### src/rtl/mem_seq_controller.sv
// mem_seq_controller: strobe sequencer for two memories. It loads DEPTH_A words into A,
// waits GAP pipeline cycles, then writes NUM_B results into B as WEB/IncB pairs.
// A start/busy/done handshake, a hold (stall) input and a run-relative cycle counter
// sit around that sequence.
// Optional feature: define MEM_SEQ_AUTO_RESTART_EN so that DONE goes straight back to
// LOAD. After the first start the block then runs continuously.
module mem_seq_controller #(
  parameter int unsigned DEPTH_A = 8,
  parameter int unsigned GAP     = 2,
  parameter int unsigned NUM_B   = 4,
  parameter int unsigned CNT_W   = 5
) (
  input  logic             clock,
  input  logic             Reset,
  input  logic             start,
  input  logic             hold,
  output logic             WEA,
  output logic             IncA,
  output logic             WEB,
  output logic             IncB,
  output logic [CNT_W-1:0] counter,
  output logic             busy,
  output logic             done
);

  localparam int unsigned PROC_LEN  = 2 * NUM_B;
  localparam int unsigned PH_MAX_AG = (DEPTH_A > GAP) ? DEPTH_A : GAP;
  localparam int unsigned PH_MAX    = (PH_MAX_AG > PROC_LEN) ? PH_MAX_AG : PROC_LEN;
  localparam int unsigned PH_W      = (PH_MAX > 1) ? $clog2(PH_MAX) : 1;

  typedef enum logic [2:0] {
    S_IDLE = 3'd0,
    S_LOAD = 3'd1,
    S_GAP  = 3'd2,
    S_PROC = 3'd3,
    S_DONE = 3'd4
  } state_t;

  state_t            r_state;
  logic [PH_W-1:0]   r_phase;
  logic [CNT_W-1:0]  r_counter;
  logic              r_wea;
  logic              r_inca;
  logic              r_web;
  logic              r_incb;
  logic              r_busy;
  logic              r_done;

  state_t            w_state_nxt;
  logic [PH_W-1:0]   w_phase_nxt;
  logic [CNT_W-1:0]  w_counter_nxt;
  logic [3:0]        w_strobe_nxt;
  logic              w_busy_nxt;

  // Strobe pattern {WEA, IncA, WEB, IncB} for a given state and phase parity.
  function automatic logic [3:0] f_strobes(input state_t s, input logic odd);
    logic [3:0] v;
    v = 4'b0000;
    case (s)
      S_LOAD:  v = 4'b1100;
      S_GAP:   v = 4'b0100;
      S_PROC:  v = odd ? 4'b0001 : 4'b0110;
      default: v = 4'b0000;
    endcase
    return v;
  endfunction

  // Sequencer next-state: phase counts within the state, and everything freezes under hold.
  always_comb begin
    w_state_nxt   = r_state;
    w_phase_nxt   = r_phase;
    w_counter_nxt = r_counter;
    case (r_state)
      S_IDLE: begin
        w_phase_nxt   = '0;
        w_counter_nxt = '0;
        if (start) w_state_nxt = S_LOAD;
      end
      S_LOAD: begin
        if (!hold) begin
          w_counter_nxt = r_counter + CNT_W'(1);
          if (r_phase == PH_W'(DEPTH_A - 1)) begin
            w_phase_nxt = '0;
            w_state_nxt = (GAP == 0) ? S_PROC : S_GAP;
          end else begin
            w_phase_nxt = r_phase + PH_W'(1);
          end
        end
      end
      S_GAP: begin
        if (!hold) begin
          w_counter_nxt = r_counter + CNT_W'(1);
          if (r_phase == PH_W'(GAP - 1)) begin
            w_phase_nxt = '0;
            w_state_nxt = S_PROC;
          end else begin
            w_phase_nxt = r_phase + PH_W'(1);
          end
        end
      end
      S_PROC: begin
        if (!hold) begin
          // The last PROC cycle leaves the counter on its final index for DONE.
          if (r_phase == PH_W'(PROC_LEN - 1)) begin
            w_phase_nxt = '0;
            w_state_nxt = S_DONE;
          end else begin
            w_phase_nxt   = r_phase + PH_W'(1);
            w_counter_nxt = r_counter + CNT_W'(1);
          end
        end
      end
      S_DONE: begin
        if (!hold) begin
          w_phase_nxt   = '0;
          w_counter_nxt = '0;
`ifdef MEM_SEQ_AUTO_RESTART_EN
          w_state_nxt   = S_LOAD;
`else
          w_state_nxt   = S_IDLE;
`endif
        end
      end
      default: begin
        w_state_nxt   = S_IDLE;
        w_phase_nxt   = '0;
        w_counter_nxt = '0;
      end
    endcase
  end

  // Output decode of the upcoming state, so that every output comes from a flop.
  always_comb begin
    w_strobe_nxt = f_strobes(w_state_nxt, w_phase_nxt[0]);
`ifdef MEM_SEQ_AUTO_RESTART_EN
    w_busy_nxt   = (w_state_nxt != S_IDLE);
`else
    w_busy_nxt   = (w_state_nxt == S_LOAD) || (w_state_nxt == S_GAP) || (w_state_nxt == S_PROC);
`endif
  end

  // State, phase, counter and registered outputs.
  always_ff @(posedge clock or posedge Reset) begin
    if (Reset) begin
      r_state   <= S_IDLE;
      r_phase   <= '0;
      r_counter <= '0;
      r_wea     <= 1'b0;
      r_inca    <= 1'b0;
      r_web     <= 1'b0;
      r_incb    <= 1'b0;
      r_busy    <= 1'b0;
      r_done    <= 1'b0;
    end else begin
      r_state   <= w_state_nxt;
      r_phase   <= w_phase_nxt;
      r_counter <= w_counter_nxt;
      {r_wea, r_inca, r_web, r_incb} <= w_strobe_nxt;
      r_busy    <= w_busy_nxt;
      r_done    <= (w_state_nxt == S_DONE);
    end
  end

  // hold masks the strobes in the same cycle; state already freezes in the next-state logic.
  assign WEA     = r_wea  & ~hold;
  assign IncA    = r_inca & ~hold;
  assign WEB     = r_web  & ~hold;
  assign IncB    = r_incb & ~hold;
  assign counter = r_counter;
  assign busy    = r_busy;
  assign done    = r_done;

endmodule
### config.mk
export PLATFORM = sky130hd
export DESIGN_NAME = mem_seq_controller
export DESIGN_NICKNAME = d
export VERILOG_FILES = /design/src/rtl/mem_seq_controller.sv
export SDC_FILE = /design/constraint.sdc
export NUM_CORES = 1
export LEC_CHECK = 0
export CORE_ASPECT_RATIO = 0.8
export CORE_MARGIN = 2
export CORE_UTILIZATION = 41
export CTS_CLUSTER_DIAMETER = 30
export CTS_CLUSTER_SIZE = 16
export DETAILED_ROUTE_END_ITERATION = 8
export PLACE_DENSITY = 0.63
export SKIP_LAST_GASP = 1
export SLEW_MARGIN = 20
export SYNTH_ARGS = -nofsm -noshare
export SYNTH_HDL_FRONTEND = slang
export SYNTH_SLANG_ARGS = --single-unit
### constraint.sdc
create_clock -name clock -period 2.2 [get_ports clock]
set_clock_uncertainty 0.1 [all_clocks]
set_input_delay 0.44 -clock clock [delete_from_list [all_inputs] [get_ports clock]]
set_output_delay 0.44 -clock clock [all_outputs]
set_load 0.005 [all_outputs]
; ---- Word level (Yosys, flattened, before mapping)
; Index checks and enable logic that the tools add are counted.
[totals]
regBits = 17
romBits = 0
latchBits = 0
in_bits = 4
elab_cells = 62
out_inout_bits = 11
mem_bits_rw = 0
memories = 0
[classes]
n_shift = 0
n_lt_le_gt_ge = 0
div = 0
eq_ne = 16
n_reduce_logical = 7
multipliers = 0
n_addsub = 2
muxes = 22
bitwise_logic = 5
[ops]
columns = operator, n
row1 = $mux W3, 14
row2 = $mux W5, 4
row3 = $pmux W3 S5, 1
row4 = $pmux W5 S3, 1
row5 = $eq A3 B2 Y1 const B, 4
row6 = $ne A2 B2 Y1 const B, 6
row7 = $pmux W4 S3, 1
row8 = $eq A3 B1 Y1 const B, 3
row9 = $eq A3 B3 Y1 const B, 3
row10 = $pmux W3 S3, 1
row11 = $add A5 B1 Y5 const B, 1
row12 = $and A1 B1 Y1, 4
row13 = $reduce_and A4 Y1, 1
row14 = $reduce_or A2 Y1, 2
row15 = $add A3 B1 Y3 const B, 1
row16 = $logic_not A3 Y1, 1
row17 = $reduce_and A3 Y1, 1
row18 = $logic_or A1 B1 Y1, 2
row19 = $not A1 Y1, 1

; ---- Longest topological paths before layout
; Gate-level depths: netlist of the first run.
[logic_depth]
ltp_word = 7
mapped_depth = 7
depth_no_buf = 7

; ---- Worst setup path before layout of the first run
; Ideal clock, no wire load.
[synth_path]
path_kind = reg-to-reg
start = reg r_phase[0]
end = reg r_phase[1]
path_stages_with_launch = 7
setup_ps = 83
required_time_ps = 2017
synth_period_minus_slack_ps = 1692
path_buffers = 0
slack_ps = 508
arrival_ps = 1509
path_cell_list = dfrtp_1 ha_1 ha_1 or4b_1 o21ai_1 a31oi_1 o22ai_1
[synth_via]
elab_chain_cells = 4
elab_cells_between_ends = 8
classes_between = 1 x add/sub / 2 x eq/ne / 5 x mux
[synth_rtl]
columns = item, line_no
row1 = "start, declared", 40  ; logic [PH_W-1:0] r_phase;
row2 = "start signal, assigned", 156  ; r_phase <= w_phase_nxt;
row3 = "$add A3 B1 Y3, or another cell as far along", "86, 97, 108"
row4 = "$mux W3, on equally long branches", "82, 104, 93"
row5 = "$mux W3, on equally long branches", "80, 91"
row6 = $pmux W3 S3 *, 73  ; case (r_state)
; Mark *: on every way between the ends. The rest lies on a longest branch, timed or not. The select of a mux whose other input is x is not followed.
; A chain may end at the register's enable or synchronous reset.

; ---- Worst setup path after layout of the first run
[layout_path]
start = in hold
end = out WEA
[layout_via]
elab_chain_cells = 2
[layout_rtl]
columns = item, line_no
row1 = "start, declared", 16  ; input logic hold,
row2 = $not A1 Y1, 165  ; assign WEA = r_wea & ~hold;
row3 = $and A1 B1 Y1, 165
row4 = "end, declared", 17  ; output logic WEA,
; Every way passes these cells.

==> report_table.html, run 1 <==
<table>
<tr><th>Metric</th><th>Value</th></tr>
<tr><th colspan="2">Outcome</th></tr>
<tr><td>Outcome</td><td>finished with violations</td></tr>
<tr><td>Failing checks</td><td>DRC</td></tr>
<tr><th colspan="2">Drt</th></tr>
<tr><td>Vias per cell</td><td>5.55</td></tr>
<tr><td>Per-cell routed wire length</td><td>13.8 um</td></tr>
<tr><td>Routed Wire Length</td><td>1910 um</td></tr>
<tr><td>DRC violation count after routing</td><td>1</td></tr>
<tr><td>Vias after detailed routing</td><td>766</td></tr>
<tr><td>Remaining antenna violation count after routing</td><td>0</td></tr>
<tr><td>1st-pass router iterations</td><td>6</td></tr>
<tr><td>Number of DRC violations after detailed-routing iteration 0</td><td>28</td></tr>
<tr><th colspan="2">Placement</th></tr>
<tr><td>Post-place instance area</td><td>1140 um2</td></tr>
<tr><td>Number of input and output port buffers inserted</td><td>14</td></tr>
<tr><td>Half-perimeter wire length after detailed placement</td><td>1390 um</td></tr>
<tr><td>Routability congestion estimate</td><td>0.764</td></tr>
<tr><td>Placed cells</td><td>134</td></tr>
<tr><td>Pre-CTS setup slack</td><td>-0.0199 ns</td></tr>
<tr><th colspan="2">Floorplan</th></tr>
<tr><td>Initial core utilization</td><td>0.447</td></tr>
<tr><td>Area of the placeable core</td><td>2210 um2</td></tr>
<tr><td>Width of the die</td><td>58.9 um</td></tr>
<tr><td>Area enclosed by the die boundary</td><td>2830 um2</td></tr>
<tr><td>Count of boundary I/O pins</td><td>15</td></tr>
<tr><td>Number of rows created at floorplan</td><td>15</td></tr>
<tr><td>DIE HEIGHT</td><td>47.9 um</td></tr>
<tr><th colspan="2">Clock network</th></tr>
<tr><td>Clock Tree Buf Depth</td><td>2</td></tr>
<tr><td>Clock tree from TritonCTS</td><td>done</td></tr>
<tr><td>Clock root cell</td><td>sky130_fd_sc_hd__clkbuf_4</td></tr>
<tr><td>Clock tree sinks</td><td>17</td></tr>
<tr><td>Maximum level of the CTS H-tree</td><td>1</td></tr>
<tr><td>Worst-path clk slew</td><td>0.10 ns</td></tr>
<tr><td>Setup repair bufs after CTS</td><td>0</td></tr>
<tr><td>Clock buffer count from CTS</td><td>3</td></tr>
<tr><td>Clock latency at the later pin of the worst-skew pair</td><td>0.29 ns</td></tr>
<tr><th colspan="2">Synth</th></tr>
<tr><td>Syn avg cell area</td><td>10.2 um2</td></tr>
<tr><td>Primary FF master, synth</td><td>sky130_fd_sc_hd__dfrtp_1</td></tr>
<tr><td>Async set or reset register ratio after synthesis</td><td>1.00</td></tr>
<tr><td>Gate count of the mapped netlist</td><td>97</td></tr>
<tr><td>Part of the Yosys area used for sequential elements</td><td>0.430</td></tr>
<tr><td>Count of yosys warnings during synthesis</td><td>0</td></tr>
<tr><td>Synth Cell Area</td><td>990 um2</td></tr>
<tr><td>Net count after synthesis</td><td>106</td></tr>
<tr><td>Number of distinct library cell variants in the gate-level netlist after synthesis</td><td>42</td></tr>
<tr><td>Seq cells post-synth</td><td>17</td></tr>
<tr><td>Number of enable flip-flop cells after synthesis</td><td>0</td></tr>
<tr><th colspan="2">STA</th></tr>
<tr><td>Pins over their slew limit</td><td>0</td></tr>
<tr><td>Crit share post-route</td><td>0.889</td></tr>
<tr><td>Total count of hold-check failures in the final report</td><td>0</td></tr>
<tr><td>Setup total negative slack</td><td>0 ns</td></tr>
<tr><td>Final-report setup violation count</td><td>0</td></tr>
<tr><td>Top achievable clock speed</td><td>511 MHz</td></tr>
<tr><td>Smallest hold slack</td><td>0.428 ns</td></tr>
<tr><td>Relative max-transition margin</td><td>0.562</td></tr>
<tr><td>Clock period minus final worst setup slack</td><td>1.96 ns</td></tr>
<tr><td>Setup repair after global routing missed its margin</td><td>false</td></tr>
<tr><td>Slack of the critical path</td><td>0.243 ns</td></tr>
<tr><td>Actual slew at the worst max-slew pin</td><td>0.657 ns</td></tr>
<tr><th colspan="2">Power</th></tr>
<tr><td>Final Power</td><td>1.41 mW</td></tr>
<tr><td>Leak</td><td>0.493 nW</td></tr>
<tr><td>Clock Power Share</td><td>0.118</td></tr>
<tr><td>Cell internal pwr</td><td>0.861 mW</td></tr>
<tr><td>Power share of the sequential group</td><td>0.408</td></tr>
<tr><td>Comb pwr share</td><td>0.473</td></tr>
<tr><td>Maximum resistive drop on vdd</td><td>533 uV</td></tr>
<tr><td>Switching Fraction</td><td>0.389</td></tr>
<tr><td>Psw</td><td>0.548 mW</td></tr>
<tr><td>Pwr/cell area</td><td>1210 nW/um2</td></tr>
<tr><th colspan="2">Finish</th></tr>
<tr><td>Final antenna diode count</td><td>0</td></tr>
<tr><td>Share of final-layout standard cells stronger than drive strength 1</td><td>0.133</td></tr>
<tr><td>Final-layout fill cell count</td><td>218</td></tr>
<tr><td>Final Net Count</td><td>123</td></tr>
<tr><td>Area added between synthesis and finish</td><td>18.1%</td></tr>
<tr><td>Non-filler instance count after layout</td><td>138</td></tr>
<tr><td>Post-Layout Inst Area</td><td>1170 um2</td></tr>
<tr><td>Core utilization of the finished layout</td><td>0.528</td></tr>
<tr><th colspan="2">Global routing</th></tr>
<tr><td>GR Overflow Total</td><td>0</td></tr>
<tr><td>Global-route usage over all layers</td><td>0.160</td></tr>
<tr><td>Maximum number of pins on one net before global-route repair</td><td>20</td></tr>
<tr><td>Number of antenna violations at the first check in global routing</td><td>0</td></tr>
<tr><td>Wire length of the first global-routing pass</td><td>3300 um</td></tr>
<tr><td>Number of global-route vias before repair</td><td>716</td></tr>
<tr><th colspan="2">Worst hold path</th></tr>
<tr><td>Type of the tightest min-delay check</td><td>input port to asynchronous set/reset pin</td></tr>
<tr><th colspan="2">Critical path</th></tr>
<tr><td>Largest fanout of any net on the critical path</td><td>7</td></tr>
<tr><td>Nature of the critical path endpoint</td><td>output port</td></tr>
<tr><td>Cell with the largest stage delay on the worst path</td><td>sky130_fd_sc_hd__clkdlybuf4s50_1</td></tr>
<tr><td>Cell depth of the worst flop-to-flop path</td><td>6</td></tr>
<tr><td>Crit Reg-Reg Endpoint</td><td>counter[2]</td></tr>
<tr><td>WP data arrival</td><td>1.42 ns</td></tr>
<tr><td>CP Class</td><td>input port to output port</td></tr>
<tr><td>Buffers and inverters on the worst path</td><td>2</td></tr>
<tr><td>CP required</td><td>1.66 ns</td></tr>
<tr><td>Worst setup slack for register-to-register paths</td><td>0.30 ns</td></tr>
<tr><td>Startpoint class of the critical path</td><td>input port</td></tr>
<tr><td>Top cell family by delay on the critical path</td><td>buffers and inverters</td></tr>
<tr><td>Critical Path Max Stage Delay</td><td>0.51 ns</td></tr>
<tr><td>Startpoint of the lowest-slack register-to-register path</td><td>r_phase[0]</td></tr>
<tr><td>Cell Chain, Critical Path</td><td>dlygate4sd2_1, nor2b_1, clkdlybuf4s50_1</td></tr>
<tr><th colspan="2">Job</th></tr>
<tr><td>Max-cap viol count</td><td>0</td></tr>
</table>
## metal layers
layer | vias up | part of all wire | GRT usage | wire length, um
met5 | - | 0 | 0 | 0
met4 | 0 | 0.010 | 0.0545 | 19
met3 | 4 | 0.028 | 0.0486 | 53
met2 | 14 | 0.40 | 0.227 | 761
met1 | 362 | 0.56 | 0.232 | 1070
li1 | 386 | - | - | -
## cells in the final DEF, fill, tap and decap left out, types with 2 or more instances in the layout
master                            instances
sky130_fd_sc_hd__a21oi_1                  2
sky130_fd_sc_hd__buf_4                    4
sky130_fd_sc_hd__clkbuf_4                 3
sky130_fd_sc_hd__clkdlybuf4s50_1         13
sky130_fd_sc_hd__dfrtp_1                 17
sky130_fd_sc_hd__ha_1                     5
sky130_fd_sc_hd__inv_1                    3
sky130_fd_sc_hd__nand2_1                  8
sky130_fd_sc_hd__nand2b_1                 2
sky130_fd_sc_hd__nand3_1                  6
sky130_fd_sc_hd__nand3b_1                 2
sky130_fd_sc_hd__nor2_1                   3
sky130_fd_sc_hd__nor2b_1                  5
sky130_fd_sc_hd__nor3_1                   4
sky130_fd_sc_hd__o21ai_0                  3
sky130_fd_sc_hd__o21ai_1                  3
sky130_fd_sc_hd__o22ai_1                  2
sky130_fd_sc_hd__xor2_1                   2
## worst max path at each step
stage / end / startpoint / cells after the start
4_1_cts: IncB / hold / 3
5_1_grt: counter[2] / r_phase[0] / 6
3_3_place_gp: WEA / hold / 3
6_report: WEA / hold / 3
2_1_floorplan: r_phase[1] / r_phase[0] / 6
3_5_place_dp: r_phase[1] / hold / 6
## worst register-to-register path, cell delays in order, from the launching register on
cell	delay (ns)
sky130_fd_sc_hd__dfrtp_1	0.43
sky130_fd_sc_hd__ha_1	0.22
sky130_fd_sc_hd__ha_1	0.26
sky130_fd_sc_hd__a21oi_1	0.28
sky130_fd_sc_hd__o221ai_2	0.22
sky130_fd_sc_hd__o21ai_1	0.18
sky130_fd_sc_hd__o21ai_0	0.09
## kinds of logic (layout without fill, tap and decap cells)
| kind of cell | count (synthesis) | after routing | synth area share |
|---|---|---|---|
| fa+ha+maj | 5 | 5 | 0.0632 |
| mux | 1 | 1 | 0.0101 |
| buf+inv | 10 | 26 | 0.0645 |
| simple gates | 42 | 42 | 0.254 |
| flops | 17 | 17 | 0.430 |
| compound gates | 20 | 20 | 0.161 |
| xor+xnor | 2 | 2 | 0.0177 |
## state kept, by name (all words and copies together), names as in the netlist
signal and count:
r_wea 1, r_phase 3, r_state 3, r_incb 1, r_web 1, done 1
counter 5, r_inca 1, busy 1
## timing repair
| action | in CTS | in global routing |
|---|---|---|
| hold buffers | 0 | 0 |
| setup endpoints to repair | 4 | 0 |
| gates resized for setup | 1 | 0 |
## power groups by stage
stage / combinational [mW] / clock [mW] / sequential, mW
after floorplan: 0.516 / 0 / 0.524
after global placement: 0.656 / 0 / 0.574
after global routing: 0.767 / 0.190 / 0.598
final: 0.667 / 0.167 / 0.575
after detailed placement: 0.666 / 0 / 0.583
after CTS: 0.673 / 0.176 / 0.575
## layout make-up
class / instances / area, um2 / area share
Tap cell: 25 / 31.3 / 0.0268
Clock buffer: 3 / 22.5 / 0.0193
Inverter: 4 / 15.0 / 0.0128
Timing Repair Buffer: 18 / 169 / 0.145
Multi-Input combinational cell: 70 / 500 / 0.428
Sequential cell: 17 / 425 / 0.364
Clock inverter: 1 / 5.00 / 0.00428
## synthesized netlist by cell type, drive strengths merged (2+ instances only)
cell / count / share of area
dfrtp: 17 / 0.43
nand2: 8 / 0.030
nand3: 6 / 0.030
o21ai: 6 / 0.030
ha: 5 / 0.063
nor2b: 5 / 0.032
nor3: 5 / 0.030
buf: 4 / 0.042
nor2: 4 / 0.018
inv: 3 / 0.011
a21oi: 2 / 0.010
clkbuf: 2 / 0.0076
nand2b: 2 / 0.013
nand3b: 2 / 0.015
o211ai: 2 / 0.020
o22ai: 2 / 0.013
or4: 2 / 0.019
xor2: 2 / 0.018
Note: power is estimated with default switching activity, not from simulation.
==> inputs of run 2 (changes only) <==
- clock period: 2.2 -> 2.1 ns (I/O delays scaled with it)
==> run 2 against run 1 <==
  * The flow still finishes with violations (DRC)
  * Global-route usage increased by 0.92 points
  * Clock power up 4%
  * Sequential power is 5.2% higher
  * Combinational power increased by 5.7%
==> report_table.html, run 2 (synthesis results as in run 1) <==
<table>
<tr><th>Metric</th><th>Value</th></tr>
<tr><th colspan="2">Floorplan</th></tr>
<tr><td>Initial core utilization</td><td>0.447 (unchanged)</td></tr>
<tr><td>Number of rows created at floorplan</td><td>15 (unchanged)</td></tr>
<tr><td>Count of boundary I/O pins</td><td>15 (unchanged)</td></tr>
<tr><td>Area of the placeable core</td><td>2210 um2 (unchanged)</td></tr>
<tr><td>DIE HEIGHT</td><td>47.9 um (unchanged)</td></tr>
<tr><td>Area enclosed by the die boundary</td><td>2830 um2 (unchanged)</td></tr>
<tr><td>Width of the die</td><td>58.9 um (unchanged)</td></tr>
<tr><th colspan="2">Global routing</th></tr>
<tr><td>Maximum number of pins on one net before global-route repair</td><td>18 (-10%)</td></tr>
<tr><td>GR Overflow Total</td><td>0 (unchanged)</td></tr>
<tr><td>Number of antenna violations at the first check in global routing</td><td>0 (unchanged)</td></tr>
<tr><td>Global-route usage over all layers</td><td>0.169 (+0.00920)</td></tr>
<tr><td>Wire length of the first global-routing pass</td><td>3430 um (+4.0%)</td></tr>
<tr><td>Number of global-route vias before repair</td><td>731 (+2.1%)</td></tr>
<tr><th colspan="2">Placement</th></tr>
<tr><td>Routability congestion estimate</td><td>0.718 (-6.0%)</td></tr>
<tr><td>Number of input and output port buffers inserted</td><td>14 (unchanged)</td></tr>
<tr><td>Pre-CTS setup slack</td><td>-0.0780 ns (-0.0581 ns)</td></tr>
<tr><td>Post-place instance area</td><td>1160 um2 (+1.3%)</td></tr>
<tr><td>Half-perimeter wire length after detailed placement</td><td>1450 um (+4.0%)</td></tr>
<tr><td>Placed cells</td><td>136 (+1.5%)</td></tr>
<tr><th colspan="2">Clock network</th></tr>
<tr><td>Number of buffers inserted by hold repair at cts</td><td>0 (unchanged)</td></tr>
<tr><td>Setup repair bufs after CTS</td><td>0 (unchanged)</td></tr>
<tr><td>Clock tree sinks</td><td>17 (unchanged)</td></tr>
<tr><td>Clock root cell</td><td>sky130_fd_sc_hd__clkbuf_4</td></tr>
<tr><td>Clock Tree Buf Depth</td><td>2 (unchanged)</td></tr>
<tr><td>Maximum level of the CTS H-tree</td><td>1 (unchanged)</td></tr>
<tr><td>Clock buffer count from CTS</td><td>3 (unchanged)</td></tr>
<tr><td>Clock tree from TritonCTS</td><td>done</td></tr>
<tr><td>Worst-path clk slew</td><td>0.10 ns (about the same)</td></tr>
<tr><td>Clock latency at the later pin of the worst-skew pair</td><td>0.29 ns (about the same)</td></tr>
<tr><th colspan="2">Critical path</th></tr>
<tr><td>Startpoint class of the critical path</td><td>input port</td></tr>
<tr><td>Startpoint of the lowest-slack register-to-register path</td><td>r_phase[0]</td></tr>
<tr><td>Largest fanout of any net on the critical path</td><td>6 (-1)</td></tr>
<tr><td>WP data arrival</td><td>1.41 ns (about the same)</td></tr>
<tr><td>CP Class</td><td>input port to output port</td></tr>
<tr><td>Crit Reg-Reg Endpoint</td><td>counter[2]</td></tr>
<tr><td>CP required</td><td>1.58 ns (-0.08 ns)</td></tr>
<tr><td>Nature of the critical path endpoint</td><td>output port</td></tr>
<tr><td>Cell depth of the worst flop-to-flop path</td><td>6 (unchanged)</td></tr>
<tr><td>Critical Path Max Stage Delay</td><td>0.52 ns (about the same)</td></tr>
<tr><td>Cell Chain, Critical Path</td><td>dlygate4sd2_1, nor2b_1, clkdlybuf4s50_1</td></tr>
<tr><td>Cell with the largest stage delay on the worst path</td><td>sky130_fd_sc_hd__clkdlybuf4s50_1</td></tr>
<tr><td>Worst setup slack for register-to-register paths</td><td>0.20 ns (-0.10 ns)</td></tr>
<tr><th colspan="2">Drt</th></tr>
<tr><td>Number of DRC violations after detailed-routing iteration 0</td><td>13 (-54%)</td></tr>
<tr><td>1st-pass router iterations</td><td>6 (unchanged)</td></tr>
<tr><td>Vias after detailed routing</td><td>774 (+1.0%)</td></tr>
<tr><td>DRC violation count after routing</td><td>1 (unchanged)</td></tr>
<tr><td>Routed Wire Length</td><td>2020 um (+5.9%)</td></tr>
<tr><td>Vias per cell</td><td>5.53 (-0.40%)</td></tr>
<tr><td>Remaining antenna violation count after routing</td><td>0 (unchanged)</td></tr>
<tr><td>Per-cell routed wire length</td><td>14.4 um (+4.4%)</td></tr>
<tr><th colspan="2">Job</th></tr>
<tr><td>Max-cap viol count</td><td>0 (unchanged)</td></tr>
<tr><th colspan="2">Finish</th></tr>
<tr><td>Area added between synthesis and finish</td><td>19.5%</td></tr>
<tr><td>Flip-flop count of the largest register, all copies and words added</td><td>5 (unchanged)</td></tr>
<tr><td>Final antenna diode count</td><td>0 (unchanged)</td></tr>
<tr><td>Footprint of the multi-input gates</td><td>500 um2 (unchanged)</td></tr>
<tr><td>Sequential cell area</td><td>425 um2 (unchanged)</td></tr>
<tr><td>Share of final-layout standard cells stronger than drive strength 1</td><td>0.139 (+0.00639)</td></tr>
<tr><td>Leading cell types in the layout, fill and taps excluded</td><td>sky130_fd_sc_hd__dfrtp_1 (17), sky130_fd_sc_hd__clkdlybuf4s50_1 (13), sky130_fd_sc_hd__nand2_1 (8), sky130_fd_sc_hd__nand3_1 (6), sky130_fd_sc_hd__buf_4 (6)</td></tr>
<tr><td>Post-Layout Inst Area</td><td>1180 um2 (+1.2%)</td></tr>
<tr><td>Final Net Count</td><td>125 (+1.6%)</td></tr>
<tr><td>Final-layout fill cell count</td><td>222 (+1.8%)</td></tr>
<tr><td>Non-filler instance count after layout</td><td>140 (+1.4%)</td></tr>
<tr><td>Most common cell after layout, fill and taps aside</td><td>sky130_fd_sc_hd__dfrtp_1</td></tr>
<tr><th colspan="2">STA</th></tr>
<tr><td>Crit share post-route</td><td>0.920</td></tr>
<tr><td>Pins over their slew limit</td><td>0 (unchanged)</td></tr>
<tr><td>Top achievable clock speed</td><td>518 MHz</td></tr>
<tr><td>Clock period minus final worst setup slack</td><td>1.93 ns</td></tr>
<tr><td>Relative max-transition margin</td><td>0.577 (+0.0149)</td></tr>
<tr><td>Final-report setup violation count</td><td>0 (unchanged)</td></tr>
<tr><td>Setup repair after global routing missed its margin</td><td>false</td></tr>
<tr><td>Total count of hold-check failures in the final report</td><td>0 (unchanged)</td></tr>
<tr><td>Setup total negative slack</td><td>0 ns (unchanged)</td></tr>
<tr><td>Slack of the critical path</td><td>0.168 ns (-0.0754 ns)</td></tr>
<tr><td>Actual slew at the worst max-slew pin</td><td>0.634 ns (-0.0223 ns)</td></tr>
<tr><th colspan="2">Power</th></tr>
<tr><td>Pwr/cell area</td><td>1260 nW/um2 (+4.1%)</td></tr>
<tr><td>Maximum resistive drop on vdd</td><td>555 uV (+4.3%)</td></tr>
<tr><td>Final Power</td><td>1.48 mW (+5.4%)</td></tr>
<tr><td>Leak</td><td>0.500 nW (+1.4%)</td></tr>
<tr><th colspan="2">Outcome</th></tr>
<tr><td>Failing checks</td><td>DRC</td></tr>
<tr><td>Outcome</td><td>finished with violations</td></tr>
<tr><th colspan="2">Worst hold path</th></tr>
<tr><td>Type of the tightest min-delay check</td><td>input port to asynchronous set/reset pin</td></tr>
</table>
-- run 2: how the worst max path moves through the flow --
| stage | from | endpoint | cells after the start |
|---|---|---|---|
| 3_3_place_gp | hold | WEA | 3 |
| 3_5_place_dp | hold | r_inca | 6 |
| 4_1_cts | hold | WEA | 3 |
| 2_1_floorplan | r_phase[0] | r_phase[1] | 6 |
| 6_report | hold | WEA | 3 |
| 5_1_grt | r_phase[0] | counter[2] | 6 |
-- run 2: what timing repair did --
action                                  CTS  global route
gates resized for setup                   1             0
endpoints found under the setup margin    4             0
endpoints found under the hold margin     0             0
-- run 2: report_power, final --
part           internal (mW)  leakage [nW]  total [mW]  switching (mW)
registers              0.454         0.199       0.605           0.151
logic                  0.380         0.287       0.705           0.326
clock network         0.0739        0.0150       0.174           0.101
-- run 2: layer usage --
layer  vias to the layer above  GRT usage  part of all wire
met2                        15      0.229              0.40
met5                         -          0                 0
met3                         2     0.0486             0.034
li1                        389          -                 -
met1                       368      0.257              0.55
met4                         0     0.0545            0.0059
-- run 2: worst max-delay path: cells and delay by family --
family | cells | cell delay [ns]
buffers and inverters | 2 | 0.82
and+or+nand+nor | 1 | 0.17
-- run 2: cell type report --
cell class | instances | share of cell area
multi-input combinational | 70 | 0.423
tap | 25 | 0.0265
clock buffer | 4 | 0.0222
timing repair buffer | 20 | 0.156
sequential | 17 | 0.360
inverter | 4 | 0.0127
-- run 2: through the flow --
stage,hold slack (ns),util
3_3_place_gp,0.436,0.523
4_1_cts,0.423,0.534
2_1_floorplan,0.246,-
5_1_grt,0.479,0.534
6_report,0.399,0.534
3_5_place_dp,0.433,0.523
==> inputs of run 3 (changes only) <==
- TNS_END_PERCENT: not set -> 30
==> results of run 3 <==
Final layout, timing and power as in run 2 (identical DEF).
